==> src/rtl/freq_meas.sv <==
// Measures high time, low time and period of a slow asynchronous square
// wave in Clk_Ref cycles and recovers the divide factor that produced it.
module freq_meas #(
    parameter int          WIDTH       = 32,
    parameter logic [31:0] TIMEOUT_CYC = 32'd100_000_000
) (
    input  logic             Clk_Ref,
    input  logic             Rst_n,
    input  logic             En,
    input  logic             Sig_In,
    output logic [WIDTH-1:0] High_Cnt,
    output logic [WIDTH-1:0] Low_Cnt,
    output logic [WIDTH:0]   Period,
    output logic [WIDTH-1:0] Div_Est,
    output logic             Valid,
    output logic             Timeout
);

    typedef enum logic [2:0] {
        IDLE,
        ARM_LOW,
        ARM_RISE,
        HIGH,
        LOW
    } state_t;

    localparam logic [WIDTH-1:0] TO_CNT = WIDTH'(TIMEOUT_CYC);
    localparam logic [WIDTH-1:0] ONE    = WIDTH'(1);

    state_t           state;
    logic             s1, s2, s3;
    logic [WIDTH-1:0] cnt;
    logic             rise, fall;
    logic [WIDTH:0]   sum;

    assign rise = s2 & ~s3;
    assign fall = ~s2 & s3;
    // High_Cnt already holds the high phase closed by the preceding fall.
    assign sum  = {1'b0, High_Cnt} + {1'b0, cnt};

    always_ff @(posedge Clk_Ref) begin
        if (!Rst_n) begin
            state    <= IDLE;
            s1       <= 1'b0;
            s2       <= 1'b0;
            s3       <= 1'b0;
            cnt      <= '0;
            High_Cnt <= '0;
            Low_Cnt  <= '0;
            Period   <= '0;
            Div_Est  <= '0;
            Valid    <= 1'b0;
            Timeout  <= 1'b0;
        end else begin
            s1    <= Sig_In;
            s2    <= s1;
            s3    <= s2;
            Valid <= 1'b0;
            if (!En) begin
                state <= IDLE;
            end else begin
                unique case (state)
                    IDLE: state <= ARM_LOW;
                    ARM_LOW: begin
                        if (!s2) state <= ARM_RISE;
                    end
                    ARM_RISE: begin
                        if (rise) begin
                            cnt   <= ONE;
                            state <= HIGH;
                        end
                    end
                    HIGH: begin
                        if (fall) begin
                            High_Cnt <= cnt;
                            cnt      <= ONE;
                            state    <= LOW;
                        end else if (cnt == TO_CNT) begin
                            Timeout <= 1'b1;
                            state   <= ARM_LOW;
                        end else begin
                            cnt <= cnt + ONE;
                        end
                    end
                    LOW: begin
                        if (rise) begin
                            Low_Cnt <= cnt;
                            Period  <= sum;
                            Div_Est <= sum[WIDTH:1];
                            Valid   <= 1'b1;
                            Timeout <= 1'b0;
                            cnt     <= ONE;
                            state   <= HIGH;
                        end else if (cnt == TO_CNT) begin
                            Timeout <= 1'b1;
                            state   <= ARM_LOW;
                        end else begin
                            cnt <= cnt + ONE;
                        end
                    end
                    default: state <= IDLE;
                endcase
            end
        end
    end

endmodule

==> config.mk <==
export PLATFORM = sky130hd
export DESIGN_NAME = freq_meas
export DESIGN_NICKNAME = d
export VERILOG_FILES = /design/src/rtl/freq_meas.sv
export SDC_FILE = /design/constraint.sdc
export NUM_CORES = 1
export LEC_CHECK = 0
export BUFFER_PORTS_ARGS = -buffer_cell sky130_fd_sc_hd__buf_2
export CAP_MARGIN = 20
export CELL_PAD_IN_SITES_DETAIL_PLACEMENT = 0
export CELL_PAD_IN_SITES_GLOBAL_PLACEMENT = 2
export CORE_AREA = 2 2 151 153
export CTS_BUF_LIST = sky130_fd_sc_hd__clkbuf_4 sky130_fd_sc_hd__clkbuf_8
export CTS_CLUSTER_SIZE = 12
export DETAILED_ROUTE_END_ITERATION = 10
export DIE_AREA = 0 0 153 155
export HOLD_SLACK_MARGIN = 0.15
export PLACE_DENSITY = 0.83
export SYNTH_ARGS = -nofsm -noshare
export SYNTH_HDL_FRONTEND = slang
export SYNTH_SLANG_ARGS = --single-unit
==> constraint.sdc <==
create_clock -name Clk_Ref -period 3.3 [get_ports Clk_Ref]
set_input_delay 0 -clock Clk_Ref [delete_from_list [all_inputs] [get_ports Clk_Ref]]
set_output_delay 0 -clock Clk_Ref [all_outputs]
set_load 0.02 [all_outputs]
==> summary.md <==
| Metric | Value |
|---|---|
| Endpoints failing setup | 0 |
| Sequential cell area | about 2700 um2 |
| Worst Hold Launch | s1 |
| PD cells | 372 nW/um2 |
| Placer Congestion | 0.825 |
| FMAX | ~350 MHz |
| Synth top area share | 37.0% |
| Worst path cell trace | ha_1, fa_1, a21o_1, a31oi_1, o21ai_0, a21oi_1, o21a_1, o221ai_1, xnor2_1, o21ai_0 |
| DRT antenna net count | 0 |
| WHS Path Cells | 1 |
| Synthesized flop and latch total | roughly 140 |
| Switch share | 24.6% |
| Seq pwr share | between 50% and 60% |
| Initial Util | around 33% |
| Final Max Slew Viols | 0 |
| Port-buffer cells | roughly 130 |
| Final min period | about 2.9 ns |
| Netlist Area Pre-Place | 7410 um2 |
| Multi-input gate area | between 4000 and 5000 um2 |
| Most common flop cell mapped by yosys | dfxtp_1 |
| Final WL | slightly above 20000 um |
| Min-delay worst type | flip-flop to flip-flop |
| Initial antenna violation count | 0 |
| Required @ worst endpoint | 3.61 ns |
| Maxcap violations | 0 |
| Setup CP Type | flip-flop to flip-flop |
| Worst clock skew | approximately 0.016 ns |
| Post-DR wirelength/cell | around 16 um |
| Fin. Hold Viols | 0 |
| Pint | 0.00241 W |
| Clock Sinks | ~140 |
| Top post-synthesis cells by area | dfxtp_1, nand2_1, a21boi_0 |
| Post-DP HPWL | 15400 um |
| Nets@finish | around 1100 |
| Row count | 55 |
| Via density | about 4.9 |
| Final core occ | between 30% and 40% |
| Comb power frac | 1.9% |
| Clock buffer depth | 2 |
| Final setup TNS | 0 ns |
| CTS tree | done |
| Clock-pin slew on the worst setup and hold paths | around 0.090 ns |
| CP startpoint kind | flip-flop |
| Worst Hold End | s2 |
| Slew HR | slightly below 60% |
| Avg Inst Size Synth | approximately 8.0 um2 |
| Die Width | between 150 and 200 um |
| Clock power share | between 40% and 50% |
| DR iter-0 viols | between 300 and 400 |
| Die H | around 160 um |
| Status | finished, final reports clean |
| LEAKAGE | around 3.7 nW |
| Worst r2r dst | Period[24] |
| Period utilisation layout | just under 90% |
| Sequential area share after synthesis | a little under two fifths |
| Net Switching | slightly below 0.0008 W |
| Floorplan Core Area | roughly 22000 um2 |
| Netlist cell types | 57 |
| TritonCTS buffer count | 17 |
| Die area | approximately 24000 um2 |
| Syn-to-layout area delta | 15.8% |
| Root buf cell | clkbuf_8 |
| Share of layout cells above drive strength 1 | 19.1% |
| Vias | ~6400 |
| Slowest cell delay on critical path | 0.42 ns |
| Largest net degree at the start of global routing | 55 |
| Worst r2r path cells | 10 |
| Most frequent CP cell | o21ai_0 |
| R2R setup slack | between 0.4 and 0.5 ns |
| # DRC | 0 |
| Slowest-stage cell, CP | fa_1 |
| RR Startpoint | cnt[0] |
| Yosys top cell by area | dfxtp_1 |
| VDD IR max | between 150 and 200 uV |
| Clk Latency, worst-skew pair | approximately 0.46 ns |
| RSZ-0062 raised after global routing | no |
| Critical path arrival | roughly 3.2 ns |
| CP endpoint kind | flip-flop |
| Remaining Overflow, GRT | 0 |
| I/O pin count | 135 |
| Pre-antenna DRT Iters | 5 |
| Syn_nets | 964 |
| Tot GR Track Use | between 15 and 20% |
| Fillers | 2345 |
| Number of synthesized flops with an enable pin | 0 |
| N_diodes | 0 |
| Ys async rst share | 0% |
| First-pass GRT wire length | around 33000 um |
| Syn Inst Count | a little over 900 |
| Number of global-route vias before repair | between 6000 and 7000 |
| Maximum fanout along the worst path | 6 |
| Slew @ Worst Pin | between 0.6 and 0.7 ns |
| Synthesis Warnings | 0 |
| Number of H-tree levels | 4 |
cell type report:
cell class | instances | share of cell area, %
Multi-Input combinational cell | 687 | 48.5
Clock inverter | 13 | 1.82
Timing Repair Buffer | 156 | 9.88
Clock buffer | 19 | 3.05
Tap cell | 285 | 4.15
Sequential cell | 137 | 31.9
Inverter | 15 | 0.656
layer usage:
layer  track usage [%]  share of wire (%)
met4              4.63                1.3
met2              27.7                 45
met5                 0                  0
met1              24.6                 50
met3              3.31                3.4
logic make-up (layout without fill, tap and decap cells):
logic type,Yosys count,count (layout),share of synthesized area (%)
and+or+nand+nor,372,372,23.1
AOI/OAI and AO/OA,225,225,20.4
DFF,137,137,37.0
buffers and inverters,101,203,7.02
xor gates and xnor gates,53,53,6.26
adders and majority gates,35,35,6.01
muxes,2,2,0.270
state kept, by name, indices dropped and copies added (netlist names):
register and cells:
High_Cnt 32, Timeout 1, cnt 32, s3 1, s2 1, Period 33
Valid 1, s1 1, state 3, Low_Cnt 32
power by group through the flow:
stage          Sequential (W)  Clock, W  Combinational (W)
2_1_floorplan         0.00170         0          0.0000437
3_3_place_gp          0.00170         0          0.0000577
3_5_place_dp          0.00170         0          0.0000573
4_1_cts               0.00166   0.00152          0.0000620
5_1_grt               0.00166   0.00160          0.0000681
6_report              0.00166   0.00148          0.0000604
critical path, delay by kind of cell, from the launching register on:
family	cells	cell delay (ns)
AOI/OAI and AO/OA	7	1.49
xor gates and xnor gates	1	0.21
adders and majority gates	2	0.67
DFF	1	0.38
how the worst max path moves through the flow:
stage,start,endpoint,slack (ns)
after floorplan,High_Cnt[0],Period[24],0.88
after global placement,cnt[0],Period[24],0.49
after detailed placement,cnt[0],Period[24],0.45
after CTS,cnt[0],Period[24],0.42
after global routing,cnt[0],Period[24],0.27
final,cnt[0],Period[24],0.41
cells in the mapped netlist, types with 9 or more instances:
cell type  number
and2_1         13
a21o_1         18
nand4_1        12
nor2_1         58
inv_1          15
o21ai_0        34
xor2_1         22
nor2b_1         9
nand2_1       210
buf_4          33
xnor2_1        31
a21oi_1        48
clkbuf_1       42
a21boi_0       73
nand3_1        20
and3_1         13
ha_1           34
dfxtp_1       137
metrics by stage:
stage	instances	instance area (um2)	setup slack (ns)	total power [W]	hold slack [ns]
2_1_floorplan	925	7410	0.884	0.00174	0.127
3_3_place_gp	1275	8120	0.492	0.00176	0.212
6_report	1312	8590	0.405	0.00320	0.456
5_1_grt	1312	8590	0.269	0.00333	0.480
4_1_cts	1312	8590	0.415	0.00324	0.458
3_5_place_dp	1275	8120	0.448	0.00176	0.216
layout by cell type, fill, tap and decap left out, types with 4 or more instances in the layout:
cell type,netlist,final
a31oi_1,8,8
and4_1,8,8
buf_2,6,134
buf_4,33,17
nand3_1,20,20
o211ai_1,5,5
ha_1,34,34
dfxtp_1,137,137
dlygate4sd3_1,0,5
a21boi_1,5,5
clkbuf_8,0,19
o21bai_1,7,7
a21boi_0,73,73
xnor2_1,31,31
and2_1,13,13
nor2b_1,9,9
nand2_1,210,209
and3_1,13,13
a21o_1,18,18
nor2_1,58,58
inv_1,15,15
o21ai_0,34,34
xor2_1,22,22
a211o_1,4,4
a211oi_1,4,4
a21oi_1,48,48
nand4_1,12,12
inv_6,0,5
nor3_1,6,5
repair_timing:
action	in CTS	in global routing
hold endpoints to repair	36	0
resized for setup	0	0
endpoints found under the setup margin	0	0
hold buffers	5	0
buffers inserted	0	0
(Power assumes the default switching activity.)
